--- src/rtl/fp_add_sequencer_if.sv ---
// Memory and adder bus between the fp_add_sequencer (master) and its environment (slave):
// instruction memory, data memory and the combinational double-precision adder.
interface fp_add_sequencer_if #(
   parameter int IAW = 6,
   parameter int DAW = 5
);
   logic                 imem_rd;
   logic [IAW-1:0]       imem_addr;
   logic [2+3*DAW-1:0]   imem_data;
   logic                 dmem_rd;
   logic                 dmem_we;
   logic [DAW-1:0]       dmem_addr;
   logic [63:0]          dmem_rdata;
   logic [63:0]          dmem_wdata;
   logic                 add_en;
   logic [63:0]          add_a;
   logic [63:0]          add_b;
   logic [63:0]          add_c;

   modport master (
      output imem_rd, imem_addr,
      input  imem_data,
      output dmem_rd, dmem_we, dmem_addr, dmem_wdata,
      input  dmem_rdata,
      output add_en, add_a, add_b,
      input  add_c
   );

   modport slave (
      input  imem_rd, imem_addr,
      output imem_data,
      input  dmem_rd, dmem_we, dmem_addr, dmem_wdata,
      output dmem_rdata,
      input  add_en, add_a, add_b,
      output add_c
   );
endinterface

--- src/rtl/fp_add_sequencer.sv ---
// Program sequencer for the 64-bit FP adder: fetch, read two operands, add/sub, write back.
// Zero-magnitude operands bypass the adder, which has no zero handling of its own.
module fp_add_sequencer #(
   parameter int IAW = 6,
   parameter int DAW = 5
) (
   input  logic            clk,
   input  logic            rst,
   input  logic            start,
   output logic            busy,
   output logic            done,
   output logic [IAW-1:0]  pc,
   output logic [15:0]     instr_count,
   fp_add_sequencer_if.master bus
);

   localparam int IW = 2 + 3*DAW;

   localparam logic [1:0] OP_NOP  = 2'b00;
   localparam logic [1:0] OP_ADD  = 2'b01;
   localparam logic [1:0] OP_SUB  = 2'b10;
   localparam logic [1:0] OP_HALT = 2'b11;

   typedef enum logic [2:0] {
      ST_IDLE   = 3'd0,
      ST_FETCH  = 3'd1,
      ST_DECODE = 3'd2,
      ST_RDA    = 3'd3,
      ST_RDB    = 3'd4,
      ST_EXEC   = 3'd5,
      ST_WB     = 3'd6,
      ST_HALTED = 3'd7
   } state_t;

   state_t            state_r;
   logic [IW-1:0]     ir_r;
   logic [63:0]       opa_r;
   logic [63:0]       opb_r;
   logic [IAW-1:0]    pc_r;
   logic [15:0]       cnt_r;
   logic              busy_r;
   logic              done_r;
   logic              imem_rd_r;
   logic              dmem_rd_r;
   logic              dmem_we_r;
   logic              add_en_r;
   logic [DAW-1:0]    dmem_addr_r;
   logic [63:0]       wdata_s;
   logic              ir_srca_unused_s;

   function automatic logic mag_zero(input logic [63:0] v);
      return (v[62:0] == 63'd0);
   endfunction

   function automatic logic [1:0] f_op(input logic [IW-1:0] w);
      return w[IW-1 -: 2];
   endfunction

   function automatic logic [DAW-1:0] f_dst(input logic [IW-1:0] w);
      return w[3*DAW-1 -: DAW];
   endfunction

   function automatic logic [DAW-1:0] f_srca(input logic [IW-1:0] w);
      return w[2*DAW-1 -: DAW];
   endfunction

   function automatic logic [DAW-1:0] f_srcb(input logic [IW-1:0] w);
      return w[DAW-1:0];
   endfunction

   // srcA is issued straight from imem_data in DECODE, so the stored copy is never read back.
   assign ir_srca_unused_s = ^f_srca(ir_r);

   // Sequencer FSM; strobes and status are registered on entry to the state that owns them.
   always_ff @(posedge clk or posedge rst) begin
      if (rst) begin
         state_r     <= ST_IDLE;
         ir_r        <= {IW{1'b0}};
         opa_r       <= 64'd0;
         opb_r       <= 64'd0;
         pc_r        <= {IAW{1'b0}};
         cnt_r       <= 16'd0;
         busy_r      <= 1'b0;
         done_r      <= 1'b0;
         imem_rd_r   <= 1'b0;
         dmem_rd_r   <= 1'b0;
         dmem_we_r   <= 1'b0;
         add_en_r    <= 1'b0;
         dmem_addr_r <= {DAW{1'b0}};
      end else begin
         imem_rd_r <= 1'b0;
         dmem_rd_r <= 1'b0;
         dmem_we_r <= 1'b0;
         add_en_r  <= 1'b0;
         case (state_r)
            ST_IDLE, ST_HALTED: begin
               if (start) begin
                  pc_r      <= {IAW{1'b0}};
                  cnt_r     <= 16'd0;
                  state_r   <= ST_FETCH;
                  imem_rd_r <= 1'b1;
                  busy_r    <= 1'b1;
                  done_r    <= 1'b0;
               end else begin
                  state_r <= state_r;
               end
            end
            ST_FETCH: begin
               state_r <= ST_DECODE;
            end
            ST_DECODE: begin
               ir_r <= bus.imem_data;
               case (f_op(bus.imem_data))
                  OP_NOP: begin
                     pc_r      <= pc_r + IAW'(1);
                     cnt_r     <= cnt_r + 16'd1;
                     state_r   <= ST_FETCH;
                     imem_rd_r <= 1'b1;
                  end
                  OP_HALT: begin
                     state_r <= ST_HALTED;
                     busy_r  <= 1'b0;
                     done_r  <= 1'b1;
                  end
                  OP_ADD, OP_SUB: begin
                     state_r     <= ST_RDA;
                     dmem_rd_r   <= 1'b1;
                     dmem_addr_r <= f_srca(bus.imem_data);
                  end
                  default: begin
                     state_r <= ST_IDLE;
                     busy_r  <= 1'b0;
                  end
               endcase
            end
            ST_RDA: begin
               state_r     <= ST_RDB;
               dmem_rd_r   <= 1'b1;
               dmem_addr_r <= f_srcb(ir_r);
            end
            ST_RDB: begin
               opa_r   <= bus.dmem_rdata;
               state_r <= ST_EXEC;
            end
            ST_EXEC: begin
               // SUB is an ADD with the second operand's sign flipped.
               opb_r       <= {bus.dmem_rdata[63] ^ (f_op(ir_r) == OP_SUB), bus.dmem_rdata[62:0]};
               state_r     <= ST_WB;
               dmem_we_r   <= 1'b1;
               add_en_r    <= 1'b1;
               dmem_addr_r <= f_dst(ir_r);
            end
            ST_WB: begin
               pc_r      <= pc_r + IAW'(1);
               cnt_r     <= cnt_r + 16'd1;
               state_r   <= ST_FETCH;
               imem_rd_r <= 1'b1;
            end
            default: begin
               state_r <= ST_IDLE;
               busy_r  <= 1'b0;
               done_r  <= 1'b0;
            end
         endcase
      end
   end

   // Write-back data: zero-magnitude operands bypass the adder; outside WB the bus is quiet.
   always_comb begin
      wdata_s = 64'd0;
      if (state_r == ST_WB) begin
         if (mag_zero(opa_r) && mag_zero(opb_r)) begin
            wdata_s = 64'd0;
         end else if (mag_zero(opa_r)) begin
            wdata_s = opb_r;
         end else if (mag_zero(opb_r)) begin
            wdata_s = opa_r;
         end else begin
            wdata_s = bus.add_c;
         end
      end else begin
         wdata_s = 64'd0;
      end
   end

   assign busy           = busy_r;
   assign done           = done_r;
   assign pc             = pc_r;
   assign instr_count    = cnt_r;
   assign bus.imem_rd    = imem_rd_r;
   assign bus.imem_addr  = pc_r;
   assign bus.dmem_rd    = dmem_rd_r;
   assign bus.dmem_we    = dmem_we_r;
   assign bus.dmem_addr  = dmem_addr_r;
   assign bus.dmem_wdata = wdata_s;
   assign bus.add_en     = add_en_r;
   assign bus.add_a      = opa_r;
   assign bus.add_b      = opb_r;

endmodule

--- src/flat_wrapper.sv ---
// flat-port wrapper written by rule: the top's interface ports become plain ports
module fp_add_sequencer_flat 
#(
   parameter int IAW = 6,
   parameter int DAW = 5
)
  (clk, rst, start, busy, done, pc, instr_count, bus_imem_rd, bus_imem_addr, bus_imem_data, bus_dmem_rd, bus_dmem_we, bus_dmem_addr, bus_dmem_wdata, bus_dmem_rdata, bus_add_en, bus_add_a, bus_add_b, bus_add_c);
  fp_add_sequencer_if #(.IAW(IAW), .DAW(DAW)) bus_i ();
  input  logic clk;
  input  logic rst;
  input  logic start;
  output logic busy;
  output logic done;
  output logic [IAW-1:0] pc;
  output logic [15:0] instr_count;
  output wire logic [$bits(bus_i.imem_rd)-1:0] bus_imem_rd;
  output wire logic [$bits(bus_i.imem_addr)-1:0] bus_imem_addr;
  input wire logic [$bits(bus_i.imem_data)-1:0] bus_imem_data;
  output wire logic [$bits(bus_i.dmem_rd)-1:0] bus_dmem_rd;
  output wire logic [$bits(bus_i.dmem_we)-1:0] bus_dmem_we;
  output wire logic [$bits(bus_i.dmem_addr)-1:0] bus_dmem_addr;
  output wire logic [$bits(bus_i.dmem_wdata)-1:0] bus_dmem_wdata;
  input wire logic [$bits(bus_i.dmem_rdata)-1:0] bus_dmem_rdata;
  output wire logic [$bits(bus_i.add_en)-1:0] bus_add_en;
  output wire logic [$bits(bus_i.add_a)-1:0] bus_add_a;
  output wire logic [$bits(bus_i.add_b)-1:0] bus_add_b;
  input wire logic [$bits(bus_i.add_c)-1:0] bus_add_c;
  assign bus_imem_rd = bus_i.imem_rd;
  assign bus_imem_addr = bus_i.imem_addr;
  assign bus_i.imem_data = bus_imem_data;
  assign bus_dmem_rd = bus_i.dmem_rd;
  assign bus_dmem_we = bus_i.dmem_we;
  assign bus_dmem_addr = bus_i.dmem_addr;
  assign bus_dmem_wdata = bus_i.dmem_wdata;
  assign bus_i.dmem_rdata = bus_dmem_rdata;
  assign bus_add_en = bus_i.add_en;
  assign bus_add_a = bus_i.add_a;
  assign bus_add_b = bus_i.add_b;
  assign bus_i.add_c = bus_add_c;
  fp_add_sequencer #(.IAW(IAW), .DAW(DAW)) u_core (.clk(clk), .rst(rst), .start(start), .busy(busy), .done(done), .pc(pc), .instr_count(instr_count), .bus(bus_i));
endmodule
--- config.mk ---
export PLATFORM = sky130hd
export DESIGN_NAME = fp_add_sequencer_flat
export DESIGN_NICKNAME = d
export VERILOG_FILES = /design/src/rtl/fp_add_sequencer_if.sv /design/src/rtl/fp_add_sequencer.sv /design/src/flat_wrapper.sv
export SDC_FILE = /design/constraint.sdc
export NUM_CORES = 1
export LEC_CHECK = 0
export BUFFER_PORTS_ARGS = -buffer_cell sky130_fd_sc_hd__buf_2
export CORE_AREA = 2 2 149 151
export CTS_BUF_LIST = sky130_fd_sc_hd__clkbuf_16
export CTS_CLUSTER_SIZE = 40
export DETAILED_ROUTE_END_ITERATION = 16
export DIE_AREA = 0 0 151 153
export PLACE_DENSITY = 0.73
export SLEW_MARGIN = 20
export SYNTH_ARGS = -nofsm -noshare
export SYNTH_HDL_FRONTEND = slang
export SYNTH_SLANG_ARGS = --single-unit
export TNS_END_PERCENT = 10
--- constraint.sdc ---
create_clock -name clk -period 7.05 [get_ports clk]
set_clock_uncertainty 0.2 [all_clocks]
set_input_delay 1.0575 -clock clk [delete_from_list [all_inputs] [get_ports clk]]
set_output_delay 1.0575 -clock clk [all_outputs]
set_load 0.01 [all_outputs]
# Word level (Yosys, flattened, before mapping)

Cells that the tools add are included.

Muxes and demuxes: 27
Bitwise operators: 1
$add $sub $neg: 2
Reduce and logical (&&, ||, !) cells: 13
Eq/ne operators: 15

Operator list:

| operator                                                         | number |
|---|---|
| 64-bit two-way mux                                               | 4 |
| 63-bit logical NOT                                               | 2 |
| 16-bit case mux with 3 select lines                              | 1 |
| 16-bit two-way mux                                               | 2 |
| 3-bit case mux with 7 select lines                               | 1 |
| 6-bit case mux with 3 select lines                               | 1 |
| 16-bit by 1-bit adder with 16-bit output (second input constant) | 1 |
| 5-bit case mux with 3 select lines                               | 1 |
| 3-bit == test (second input constant)                            | 4 |
| 6-bit two-way mux                                                | 2 |
| 3-bit case mux with 3 select lines                               | 1 |
| 1-bit two-way mux                                                | 8 |
| 6-bit by 1-bit adder with 6-bit output (second input constant)   | 1 |
| 2-bit == test (second input constant)                            | 3 |
| 3-bit by 2-bit == test with 1-bit output (second input constant) | 2 |
| 2-bit by 1-bit != test with 1-bit output (second input constant) | 3 |
| 1-bit case mux with 2 select lines                               | 3 |
| 3-bit AND reduction                                              | 2 |
| 3-bit nonzero test                                               | 2 |
| 5-bit two-way mux                                                | 1 |
| 2-bit OR reduction                                               | 2 |
| 3-bit by 1-bit == test with 1-bit output (second input constant) | 1 |
| 3-bit logical NOT                                                | 1 |
| 3-bit two-way mux                                                | 1 |
| other kinds (8)                                                  | 8 |

Register bits: 180
Output and inout port bits: 231
Logic and storage cells: 70
Input bits: 148

# Depth between registers and ports, before layout

Depth after elaboration: 5
Mapped depth: 8
Gate-level depth less buffers: 8

# Least setup slack after synthesis

Ideal clock, no wire load.

Path type: register to output
From: reg u_core.opa_r[52], in the netlist u_core.bus.add_a[52]
To: out bus_dmem_wdata[62]
Arrival: 1,838 ps
Cell stages (with the launch flop): 8
Required time: 5,793 ps
Buffers on the path: 2
Slack: 3,955 ps
Cell sequence: dfrtp_1 nor4_1 nand4_1 nor4_2 buf_6 buf_12 mux2i_1 o22ai_2

Word-level cells in the longest chain between the ends: 4
Elaborated cells between the ends (all ways): 5
Classes of those cells: 3 x mux; 2 x reduce/logical

Ends and longest elaborated chain:

| item                                                           | RTL line                                         | text |
|---|---|---|
| start, declared                                                | fp_add_sequencer.sv:37                           | `logic [63:0] opa_r;` |
| start signal, assigned                                         | fp_add_sequencer.sv:142                          | `opa_r <= bus.dmem_rdata;` |
| 63-bit logical NOT (*)                                         | fp_add_sequencer.sv:52                           | `return (v[62:0] == 63'd0);` |
| 64-bit two-way mux / 1-bit logical AND (equally long branches) | fp_add_sequencer.sv:174, fp_add_sequencer.sv:172 |  |
| 64-bit two-way mux (*)                                         | fp_add_sequencer.sv:172                          | `if (mag_zero(opa_r) && mag_zero(opb_r)) begin` |
| 64-bit two-way mux (*)                                         | fp_add_sequencer.sv:171                          | `if (state_r == ST_WB) begin` |
| end, declared                                                  | flat_wrapper.sv:22                               | `output wire logic [$bits(bus_i.dmem_wdata)-1:0] bus_dmem_wdata;` |

Every way passes the cells marked *; elsewhere a longest branch is shown, timed or not.

# Worst setup path in the final report

From: reg u_core.opa_r[10], in the netlist u_core.bus.add_a[10]
To: out bus_dmem_wdata[62]

Same word-level chain as after synthesis.

==> flow_summary.toml <==
[critical_path]
worst-path-max-fanout = 64
worstPathCellList = "nor4_1 > nand4_1 > nor4_4 > buf_4 > nand2b_4 > o22ai_2 > buf_2"
regToRegSetupSlack_ns = 4.23
timing.rr.start = "u_core.state_r[0]"
crit_slowest_cell = "nand2b_4"
max_stage_delay_ns = 0.97
cp.arrival_ns = 4.06
cp-end-kind = "output port"
start_kind = "flip-flop"
path_class = "reg -> out"
rr_endpoint = "u_core.instr_count[15]"
required_ns = 5.79
rr_worst_depth = 5

[die]
core_area_mm2 = 0.0215
fp.dieH_um = 153
rows = 54
die_w_um = 151
initial_core_util = 0.429
die_area_mm2 = 0.0231
design.portCount = 379

[logic_synthesis]
synth_area_leaders = "dfrtp_1 48%, nand2_1 11%, mux2_2 9.3%"
post_synth.cell_area_avg_um2 = 10.3
yosys_warnings = 0
synthDistinctLibCells = 43
seq_area_frac_synth = 0.475
post_synth_instance_area_mm2 = 0.00921
synth_top_area_share = 0.475
synth_top_area_cell = "dfrtp_1"
synth_cells = 897
syn_nets = 1049
ys_ff_latch = 175

[placement]
io_buffers = 378
dpl.hpwl_mm = 22.4
routabilityCongestion = 0.930

[global_route]
grt_pass1_wl_mm = 47.1
grt_overflow = 0
antenna_found_initial = 4
first_global_vias = 8160
grt_max_degree = 97
grt.total_usage = 0.265

[detailed_routing]
post-route-drc-count = 0
vias = 8346
drt-total-wl_mm = 31.1
wl_per_cell_um = 20.2
postRouteAntennaNets = 0
drtIter0Drc = 473
vias_per_cell = 5.43
firstDrtPassIters = 5

[clocking]
clockRootBuffer = "clkbuf_16"
ctsHoldBuffers = 0
cts_buffers = 17
cts_tree = "done"
postCtsSetupBuffers = 0
clk_path_buf_depth = 2
cts.clk_slew.worst_paths_ns = 0.07
cts_htree_levels = 4
clock-sinks = 175
cts_resized = 0
clkLatencyLatePin_ns = 0.43

[min_path]
hold_path_end = "u_core.busy"
hold_class = "reg -> reg"
holdPathStages = 1
worstHoldStart = "u_core.busy"

[power]
power_density_mw_per_mm2 = 418
irDropWorstVdd_mv = 0.177
p_leak_nw = 5.57
finalPower_mw = 4.90

[sta]
finalHoldViolations = 0
tightest_slew_ns = 1.15
achievable-frequency_mhz = 188
slew_headroom = 0.236
post-route-period-util = 0.754
slew_viol_final = 0
tns_ns = 0
min_period_ns = 5.32
rsz0062_at_grt = "false"
finalSetupViolCount = 0

[layout]
layout_commonest_cell = "buf_2"
fin_nets = 1394
final_cell_mix = "378 x buf_2, 274 x nand2_1, 175 x dfrtp_1, 76 x mux2_2, 64 x mux2i_1"
drive_gt1_frac = 0.450
syn2layout_area_growth_pct = 27.2

[job]
maxCapViolCount = 0

[outcome]
status = "finished, final reports clean"
[cells in the mapped netlist (all sizes together)]
library cell	n
a21boi	1
a21o	1
a21oi	16
a22o	2
a2bb2oi	5
and2	3
and3	2
buf	43
clkbuf	17
dfrtp	175
ha	4
inv	8
mux2	76
mux2i	64
nand2	274
nand2b	7
nand3	4
nand3b	1
nand4	11
nor2	31
nor2b	3
nor3	4
nor4	32
nor4b	1
o2111ai	4
o211ai	2
o21ai	23
o21bai	2
o22ai	64
o31ai	2
or2	1
or3	7
or4	1
xnor2	1
xor2	5
[state kept, by name, indices dropped and copies added (netlist names)]
name,flops
u_core.busy,1
u_core.ir_r,12
u_core.bus.imem_addr,6
u_core.bus.imem_rd,1
u_core.bus.add_en,1
u_core.bus.dmem_rd,1
u_core.bus.dmem_addr,5
u_core.instr_count,16
u_core.bus.add_b,64
u_core.bus.add_a,64
u_core.done,1
u_core.state_r,3
[per-stage QoR]
stage | utilization | hold slack, ns | worst slack, ns | cell area (um^2) | std cells
6_report | 0.545 | 0.280 | 1.73 | 11700 | 1538
5_1_grt | 0.545 | 0.313 | 1.49 | 11700 | 1537
4_1_cts | 0.545 | 0.283 | 1.66 | 11700 | 1534
3_5_place_dp | 0.518 | 0.260 | 2.15 | 11100 | 1502
3_3_place_gp | 0.518 | 0.258 | 2.12 | 11100 | 1502
2_1_floorplan | - | 0.273 | 1.05 | 9210 | 897
[logic make-up (layout without fill, tap and decap cells)]
logic type / count (synthesis) / count (layout) / share of synthesized area
simple gates: 382 / 382 / 0.179
flops: 175 / 175 / 0.475
mux: 140 / 140 / 0.162
compound gates: 122 / 122 / 0.123
buf+inv: 68 / 426 / 0.0492
xor+xnor: 6 / 6 / 0.00570
fa+ha+maj: 4 / 4 / 0.00543
other cells: 0 / 3 / 0
[worst max-delay path: cells and delay by family, from the launching register on]
kind | cells | cell delay, ns
buffers and inverters | 2 | 0.68
flip-flops | 1 | 0.46
AND/OR/NAND/NOR | 4 | 2.23
AO/OA/AOI/OAI | 1 | 0.18
[power by group]
group	leakage, nW	switching [mW]	internal [mW]
Clock	0.277	0.441	0.500
Combinational	3.14	1.09	0.845
Sequential	2.15	0.579	1.45
Total	5.57	2.11	2.80
[final cells by class]
| type | instances | area (um^2) |
|---|---|---|
| Antenna cell | 3 | 7.51 |
| Clock buffer | 17 | 425 |
| Clock inverter | 15 | 149 |
| Fill cell | 1958 | 9770 |
| Inverter | 8 | 35.0 |
| Multi-Input combinational cell | 654 | 4420 |
| Sequential cell | 175 | 4380 |
| Tap cell | 280 | 350 |
| Timing Repair Buffer | 386 | 1960 |
[metal layers]
metal / vias up / global-route usage / part of all wire
met2: 379 / 0.443 / 0.49
li1: 3837 / - / -
met1: 4059 / 0.327 / 0.40
met4: 0 / 0.109 / 0.034
met5: - / 0 / 0
met3: 71 / 0.0648 / 0.078
[worst max path at each step]
stage,slack [ns],end,startpoint
global route,1.49,bus_dmem_wdata[63],u_core.bus.add_a[10]
finish,1.73,bus_dmem_wdata[62],u_core.bus.add_a[10]
global placement,2.12,bus_dmem_wdata[37],u_core.bus.add_a[10]
detailed placement,2.15,bus_dmem_wdata[37],u_core.bus.add_a[10]
CTS,1.66,bus_dmem_wdata[62],u_core.bus.add_a[2]
floorplan,1.05,u_core.bus.add_a[0],rst
Power figures use the tool's default switching activity.
